### src/rtl/instr_fetch_if.sv
// Bundle between the fetch stage, program ROM and core.
// The master modport is the fetch stage side. The slave modport is the ROM/core side.
interface instr_fetch_if #(
  parameter int ADDR_W  = 8,
  parameter int INSTR_W = 12
);
  // ROM request/response
  logic               rom_req;
  logic [ADDR_W-1:0]  rom_addr;
  logic               rom_valid;
  logic [INSTR_W-1:0] rom_data;
  // Core instruction handshake
  logic [INSTR_W-1:0] instr_out;
  logic               instr_valid;
  logic               instr_ready;
  // Control from the core
  logic               jump_en;
  logic [ADDR_W-1:0]  jump_addr;
  logic               halt;
  logic [ADDR_W-1:0]  fetch_pc;

  modport master (
    output rom_req, rom_addr, instr_out, instr_valid, fetch_pc,
    input  rom_valid, rom_data, instr_ready, jump_en, jump_addr, halt
  );

  modport slave (
    input  rom_req, rom_addr, instr_out, instr_valid, fetch_pc,
    output rom_valid, rom_data, instr_ready, jump_en, jump_addr, halt
  );
endinterface

### src/rtl/instr_fetch.sv
// Instruction fetch stage: program counter, single-outstanding ROM reader,
// DEPTH-entry prefetch FIFO, and jump (flush + redirect) and halt support.
module instr_fetch #(
  parameter int               ADDR_W   = 8,
  parameter int               INSTR_W  = 12,
  parameter int               DEPTH    = 2,
  parameter logic [ADDR_W-1:0] RESET_PC = '0
) (
  input  logic          clk,
  input  logic          rst_n,
  instr_fetch_if.master bus
);
  localparam int PTR_W = $clog2(DEPTH);
  localparam int CNT_W = PTR_W + 1;

  typedef enum logic [1:0] {
    IDLE,     // no request outstanding
    WAIT,     // request outstanding, response will be kept
    DISCARD   // request outstanding, response will be dropped
  } state_t;

  state_t             state_q;
  logic [ADDR_W-1:0]  pc_q;
  logic [INSTR_W-1:0] mem_q [DEPTH];
  logic [PTR_W-1:0]   rd_ptr_q, rd_ptr_d;
  logic [PTR_W-1:0]   wr_ptr_q, wr_ptr_d;
  logic [CNT_W-1:0]   count_q, count_d;

  logic not_empty;
  logic pop;
  logic push;
  logic can_issue;

  assign not_empty = (count_q != '0);
  assign pop       = not_empty & bus.instr_ready;
  // A same-cycle pop frees a slot, so a full FIFO being drained may still issue.
  assign can_issue = rst_n & (state_q == IDLE) & ~bus.halt & ~bus.jump_en &
                     ((count_q - CNT_W'(pop)) < CNT_W'(DEPTH));
  assign push      = (state_q == WAIT) & bus.rom_valid & ~bus.jump_en;

  assign bus.rom_req     = can_issue;
  assign bus.rom_addr    = pc_q;
  assign bus.fetch_pc    = pc_q;
  assign bus.instr_valid = not_empty;
  assign bus.instr_out   = not_empty ? mem_q[rd_ptr_q] : '0;

  // Request FSM and program counter; a jump redirects and overrides any issue.
  always_ff @(posedge clk) begin
    // NOTE: sequential state uses <= so every register sees pre-edge values.
    if (!rst_n) begin
      state_q <= IDLE;
      pc_q    <= RESET_PC;
    end else if (bus.jump_en) begin
      pc_q <= bus.jump_addr;
      // A request still in flight must be absorbed before issuing again.
      if (state_q != IDLE && !bus.rom_valid) state_q <= DISCARD;
      else                                   state_q <= IDLE;
    end else begin
      case (state_q)
        IDLE: begin
          if (can_issue) begin
            pc_q    <= pc_q + ADDR_W'(1);
            state_q <= WAIT;
          end
        end
        WAIT, DISCARD: begin
          if (bus.rom_valid) state_q <= IDLE;
        end
        default: state_q <= IDLE;
      endcase
    end
  end

  // FIFO pointer/occupancy next state; a jump empties the FIFO.
  always_comb begin
    // NOTE: defaults first so every path assigns and no latch is inferred.
    rd_ptr_d = rd_ptr_q;
    wr_ptr_d = wr_ptr_q;
    count_d  = count_q;
    if (bus.jump_en) begin
      rd_ptr_d = '0;
      wr_ptr_d = '0;
      count_d  = '0;
    end else begin
      if (push) wr_ptr_d = wr_ptr_q + PTR_W'(1);
      if (pop)  rd_ptr_d = rd_ptr_q + PTR_W'(1);
      if (push && !pop)      count_d = count_q + CNT_W'(1);
      else if (pop && !push) count_d = count_q - CNT_W'(1);
    end
  end

  // FIFO pointer/occupancy registers.
  always_ff @(posedge clk) begin
    if (!rst_n) begin
      rd_ptr_q <= '0;
      wr_ptr_q <= '0;
      count_q  <= '0;
    end else begin
      rd_ptr_q <= rd_ptr_d;
      wr_ptr_q <= wr_ptr_d;
      count_q  <= count_d;
    end
  end

  // FIFO storage write.
  always_ff @(posedge clk) begin
    // NOTE: storage is not reset; count_q alone decides which words are visible.
    if (push) mem_q[wr_ptr_q] <= bus.rom_data;
  end
endmodule

### src/flat_wrapper.sv
// flat-port wrapper written by rule: the top's interface ports become plain ports
module instr_fetch_flat 
#(
  parameter int               ADDR_W   = 8,
  parameter int               INSTR_W  = 12,
  parameter int               DEPTH    = 2,
  parameter logic [ADDR_W-1:0] RESET_PC = '0
)
  (clk, rst_n, bus_rom_req, bus_rom_addr, bus_instr_out, bus_instr_valid, bus_fetch_pc, bus_rom_valid, bus_rom_data, bus_instr_ready, bus_jump_en, bus_jump_addr, bus_halt);
  instr_fetch_if #(.ADDR_W(ADDR_W), .INSTR_W(INSTR_W)) bus_i ();
  input  logic clk;
  input  logic rst_n;
  output wire logic [$bits(bus_i.rom_req)-1:0] bus_rom_req;
  output wire logic [$bits(bus_i.rom_addr)-1:0] bus_rom_addr;
  output wire logic [$bits(bus_i.instr_out)-1:0] bus_instr_out;
  output wire logic [$bits(bus_i.instr_valid)-1:0] bus_instr_valid;
  output wire logic [$bits(bus_i.fetch_pc)-1:0] bus_fetch_pc;
  input wire logic [$bits(bus_i.rom_valid)-1:0] bus_rom_valid;
  input wire logic [$bits(bus_i.rom_data)-1:0] bus_rom_data;
  input wire logic [$bits(bus_i.instr_ready)-1:0] bus_instr_ready;
  input wire logic [$bits(bus_i.jump_en)-1:0] bus_jump_en;
  input wire logic [$bits(bus_i.jump_addr)-1:0] bus_jump_addr;
  input wire logic [$bits(bus_i.halt)-1:0] bus_halt;
  assign bus_rom_req = bus_i.rom_req;
  assign bus_rom_addr = bus_i.rom_addr;
  assign bus_instr_out = bus_i.instr_out;
  assign bus_instr_valid = bus_i.instr_valid;
  assign bus_fetch_pc = bus_i.fetch_pc;
  assign bus_i.rom_valid = bus_rom_valid;
  assign bus_i.rom_data = bus_rom_data;
  assign bus_i.instr_ready = bus_instr_ready;
  assign bus_i.jump_en = bus_jump_en;
  assign bus_i.jump_addr = bus_jump_addr;
  assign bus_i.halt = bus_halt;
  instr_fetch #(.ADDR_W(ADDR_W), .INSTR_W(INSTR_W), .DEPTH(DEPTH), .RESET_PC(RESET_PC)) u_core (.clk(clk), .rst_n(rst_n), .bus(bus_i));
endmodule
### config.mk
export PLATFORM = sky130hd
export DESIGN_NAME = instr_fetch_flat
export DESIGN_NICKNAME = d
export VERILOG_FILES = /design/src/rtl/instr_fetch_if.sv /design/src/rtl/instr_fetch.sv /design/src/flat_wrapper.sv
export SDC_FILE = /design/constraint.sdc
export NUM_CORES = 1
export LEC_CHECK = 0
export ABC_AREA = 1
export CORE_AREA = 2 2 67 69
export DETAILED_ROUTE_END_ITERATION = 6
export DIE_AREA = 0 0 69 71
export MAX_ROUTING_LAYER = met4
export PLACE_DENSITY = 0.88
export SETUP_SLACK_MARGIN = 0.02
export SYNTH_ARGS = -nofsm -noshare
export SYNTH_HDL_FRONTEND = slang
export SYNTH_SLANG_ARGS = --single-unit
### constraint.sdc
create_clock -name clk -period 1.7 [get_ports clk]
set_input_delay 0.34 -clock clk [delete_from_list [all_inputs] [get_ports clk]]
set_output_delay 0.34 -clock clk [all_outputs]
set_load 0.005 [all_outputs]
; Yosys cells after proc, flatten, opt, wreduce, memory -nomap -nowiden
; Memories as Yosys holds them, arrays and structs flattened. A register that Yosys moved wholly into a read port is not among the register bits.
; Cells that the tools add are included.
[op_classes]
addsub = 6
order_cmp = 1
eq_ne = 4
n_mux = 15
bitwise_logic = 10
n_reduce_logical = 16
[ops]
columns = operator, n
row1 = $mux W8, 3
row2 = $mux W12, 1
row3 = $mux W2, 6
row4 = $reduce_bool A2 Y1, 5
row5 = $add A8 B1 Y8 const B, 1
row6 = $and A1 B1 Y1, 7
row7 = $ne A3 B3 Y1 const B, 2
row8 = $mux W1, 4
row9 = $pmux W2 S2, 1
row10 = $reduce_and A2 Y1, 2
row11 = $reduce_or A2 Y1, 2
row12 = $logic_and A1 B1 Y1, 3
row13 = $logic_not A1 Y1, 3
row14 = $not A1 Y1, 3
row15 = $add A1 B1 Y1 const B, 2
row16 = $add A2 B1 Y2 const B, 1
row17 = $eq A2 B1 Y1 const B, 1
row18 = $eq A2 B2 Y1 const B, 1
row19 = $logic_not A2 Y1, 1
row20 = $lt A2 B2 Y1 const B, 1
row21 = $sub A2 B1 Y2, 1
row22 = $sub A2 B1 Y2 const B, 1
[totals]
regBits = 14
ramBits = 24
inputBits = 26
output_inout_bits = 30
word_cells = 58
mem_count = 1
[mem_list]
columns = memory, depth, word_bits, read_ports, rd_ports_with_merged_regs, write_ports, line_no
row1 = u_core.mem_q, 2, 12, 1, 1, 1, instr_fetch.sv:24  ; logic [INSTR_W-1:0] mem_q [DEPTH];

; Logic depth before layout (Yosys ltp)
[depth]
ltp_word = 8
depth_mapped = 10
ltp_nobuf = 10

; Worst setup path after synthesis
; No wires, ideal clock.
[synth_path]
path_type = register -> register
startpoint = register u_core.state_q[1]
endpoint = memory u_core.mem_q[1][0] (enable)
arrival_ps = 1163
slack_ps = 155
path_stages_with_launch = 5
n_path_buf = 0
period_less_slack_ps = 1545
cell_sequence = dfxtp_1 > inv_1 > ha_1 > nand3_1 > nor2_1
[synth_between]
elab_chain_cells = 5
[synth_lines]
columns = item, line_no
row1 = from (decl), instr_fetch.sv:22  ; state_t state_q;
row2 = from (signal assigned), instr_fetch.sv:51  ; state_q <= IDLE;
row3 = from (signal assigned), instr_fetch.sv:56  ; if (state_q != IDLE && !bus.rom_valid) state_q <= DISCARD;
row4 = from (signal assigned), instr_fetch.sv:57  ; else state_q <= IDLE;
row5 = $eq A2 B1 Y1, instr_fetch.sv:39  ; assign push = (state_q == WAIT) & bus.rom_valid & ~bus.jump_en;
row6 = $and A1 B1 Y1 (2 in a row), instr_fetch.sv:39
row7 = $mux W1, instr_fetch.sv:108  ; if (push) mem_q[wr_ptr_q] <= bus.rom_data;
row8 = $mux W1 (not written as such), instr_fetch.sv:108
row9 = to (decl), instr_fetch.sv:24
; No other way between the ends.

; Final worst setup path
[layout_path]
startpoint = input port bus_instr_ready
endpoint = output port bus_rom_req
[layout_between]
elab_chain_cells = 4
[layout_lines]
columns = item, line_no
row1 = from (decl), flat_wrapper.sv:20  ; input wire logic [$bits(bus_i.instr_ready)-1:0] bus_instr_ready;
row2 = $and A1 B1 Y1, instr_fetch.sv:35  ; assign pop = not_empty & bus.instr_ready;
row3 = $sub A2 B1 Y2, instr_fetch.sv:38  ; ((count_q - CNT_W'(pop)) < CNT_W'(DEPTH));
row4 = $lt A2 B2 Y1, instr_fetch.sv:38
row5 = $and A1 B1 Y1, instr_fetch.sv:37  ; assign can_issue = rst_n & (state_q == IDLE) & ~bus.halt & ~bus.jump_en &
row6 = to (decl), flat_wrapper.sv:13  ; output wire logic [$bits(bus_i.rom_req)-1:0] bus_rom_req;
; No other way between the ends.

==> flow_summary_export.csv <==
group,metric,value,unit
synth,synthFlopType,"edfxtp_1",
power_and_ir_drop,p_leak,1.154,nW
hold_path,hold_class,"flop to flop",
synth,syn_inst,213,
floorplan,dieArea,4899,um2
flow_run,max_cap_viol_count,0,
route,vias,1611,
route,route.detailed.drc,0,
global_route,grt_antenna_before_repair,0,
sta,slew_violations,0,
power_and_ir_drop,finalPower,0.002232,W
global_route,grt-ovfl-total,0,
clocking,clk_path_buf_depth,2,
synth,syn_nets,243,
place,port_buffers,55,
place,gp_congestion,0.8587,
place,dp.cells,328,
route,drt-initial-drc-count,84,
hold_path,hp-start,"u_core.state_q[1]",
sta,finalHoldViolCount,0,
floorplan,die_h,71,um
critical_path,reg2reg_from,"u_core.state_q[1]",
route,wire_per_inst,12.02,um
sta,fin_tns_setup,0,ns
clocking,h-tree-depth,2,
synth,synth-seq-area-share,0.5517,
route,drt_wl_total,4.064,mm
clocking,clk_latency,0.29,ns
critical_path,cp-end-kind,"output port",
sta,max_slew_margin,0.8477,
status,status,"finished, final reports clean",
synth,yosysTopAreaCell,"edfxtp_1",
clocking,cts_sinks,39,
route,ant_nets,0,
floorplan,dieWidth,69,um
sta,fin_skew,0.007934,ns
critical_path,cp.required,1.36,ns
floorplan,ios,56,
critical_path,worstSetupStartpoint,"bus_instr_ready",
floorplan,rows,24,
clocking,path_clk_slew,0.07,ns
global_route,gr-usage-all-layers,0.1679,
place,placed_area,2541,um2
sta,period_minus_slack,1.627,ns
synth,yosysWarnings,0,
layout,design_area,2735,um2
layout,drive_gt1_frac,0.1993,
sta,final-setup-viol-count,0,
synth,yosysMostFrequentCell,"nand2_1",
critical_path,cp_data_arrival_time,1.29,ns
synth,ys_seq_elements,39,
synth,syn_avg_cell_area,8.688,um2
global_route,grt_pass1_wl,6.368,mm
synth,ys_types,21,
global_route,grt_max_degree,14,
route,avgViaCountPerCell,4.766,
floorplan,coreArea,4204,um2
critical_path,critPathLaunchType,"primary input",
clocking,cts-root-buf,"clkbuf_8",
sta,max_freq,614.7,MHz
power_and_ir_drop,power_density,815.9,nW/um2
critical_path,path_max_fanout,2,
sta,grt_setup_unrepaired,"false",
clocking,cts_inserted_buffers,5,
floorplan,initial_core_util,0.4402,
layout,diodes,0,
sta,hold_ws,0.4690,ns
power_and_ir_drop,peakVddDrop,0.0005306,V
synth,synth.cell_area,1851,um2
synth,synth_edf_count,24,
synth,yosysTopAreaCellShare,0.3895,
route,first_pass_iters,4,
critical_path,critPathKind,"primary input to output port",
synth,async_reset_ff_frac,0,
place,dp_hpwl,3.028,mm
layout,syn_to_final_growth,47.80,%
sta,tightest_slew,0.2282,ns
layout,stdcell_count,338,
clocking,cts_hold_buffers,0,
synth,synthTopCellsByCount,"nand2_1, edfxtp_1, a21oi_1, nor2_1, inv_1",
layout,final_nets,315,
global_route,grt_pass1_vias,1487,
sta,period_share,0.9569,
synth,synth_top_cells_by_area,"edfxtp_1, dfxtp_1, nand2_1, a21oi_1, nor2_1",
clocking,cts_tree,"yes",
-- repair_timing --
item / 4_1_cts / 5_1_grt
endpoints found under the setup margin: 16 / 9
endpoints found under the hold margin: 0 / 0
pin swaps: 4 / 3
gates resized for setup: 25 / 14
setup buffers: 1 / 1
-- registers in the layout, indices dropped and copies added, names as in the netlist, named ones only --
signal	flops
u_core.mem_q	24
u_core.bus.fetch_pc	8
u_core.count_q	2
u_core.state_q	2
u_core.rd_ptr_q	1
u_core.wr_ptr_q	1
-- metal layers --
metal	GRT usage	vias to the layer above	share of wire
met2	0.2959	60	0.49
met4	0.07407	0	0.020
met5	-	-	0
li1	-	832	-
met1	0.1781	711	0.42
met3	0.04274	8	0.068
-- report_power, final --
part,total (W),internal (W),switching [W]
sequential,0.00105,0.00103,0.0000244
combinational,0.000287,0.000167,0.000120
clock,0.000894,0.000586,0.000308
total,0.00223,0.00178,0.000452
-- final cells by class --
| cell class | instances | area (um2) |
|---|---|---|
| clock buffers | 6 | 72.57 |
| clock inverters | 2 | 60.06 |
| fillers | 345 | 1469 |
| inverters | 20 | 75.07 |
| multi-input cells | 142 | 728.2 |
| flip-flops and latches | 39 | 1027 |
| well taps | 52 | 65.06 |
| repair buffers | 77 | 706.9 |
-- final timing paths --
check                           end  slack, ns  cells past startpoint
setup / recovery        bus_rom_req       0.07                      6
hold reg to reg   u_core.state_q[1]       0.47                      2
setup reg to reg  u_core.count_q[1]       0.14                     10
hold / removal    u_core.state_q[1]       0.47                      2
-- placed cells by master (no fill, tap or decap), drive strengths merged --
cell / Yosys / routed
nand2: 66 / 66
clkdlybuf4s50: 0 / 40
edfxtp: 24 / 24
nor2: 24 / 24
buf: 8 / 23
a21oi: 21 / 21
inv: 20 / 20
dfxtp: 15 / 15
nand3: 14 / 14
dlygate4sd2: 0 / 12
clkbuf: 4 / 7
o21ai: 6 / 6
ha: 4 / 4
o21bai: 2 / 2
xor2: 2 / 2
bufinv: 0 / 2
nor3: 1 / 1
xnor2: 1 / 1
o21a: 1 / 1
clkdlybuf4s15: 0 / 1
-- metrics by stage --
| stage | utilization | setup slack, ns |
|---|---|---|
| after floorplan | - | 0.1549 |
| after global placement | 0.6045 | -0.3170 |
| after detailed placement | 0.6045 | -0.3492 |
| after CTS | 0.6363 | 0.02030 |
| after global routing | 0.6506 | 0.02085 |
| final | 0.6506 | 0.07319 |
-- cell families (layout without fill, tap and decap cells) --
kind of cell | after synthesis | after routing | share of synthesized area
buf+inv | 32 | 105 | 0.08113
compound gates | 30 | 30 | 0.08519
xor+xnor | 3 | 3 | 0.01420
fa+ha+maj | 4 | 4 | 0.02705
simple gates | 105 | 105 | 0.2407
flops | 39 | 39 | 0.5517
-- worst max-delay path, cell delays in order --
cell,delay [ns]
clkdlybuf4s50_1,0.48
nand2_1,0.06
nand2_1,0.09
inv_1,0.07
nor2_4,0.12
buf_2,0.12
Power figures use the tool's default switching activity.
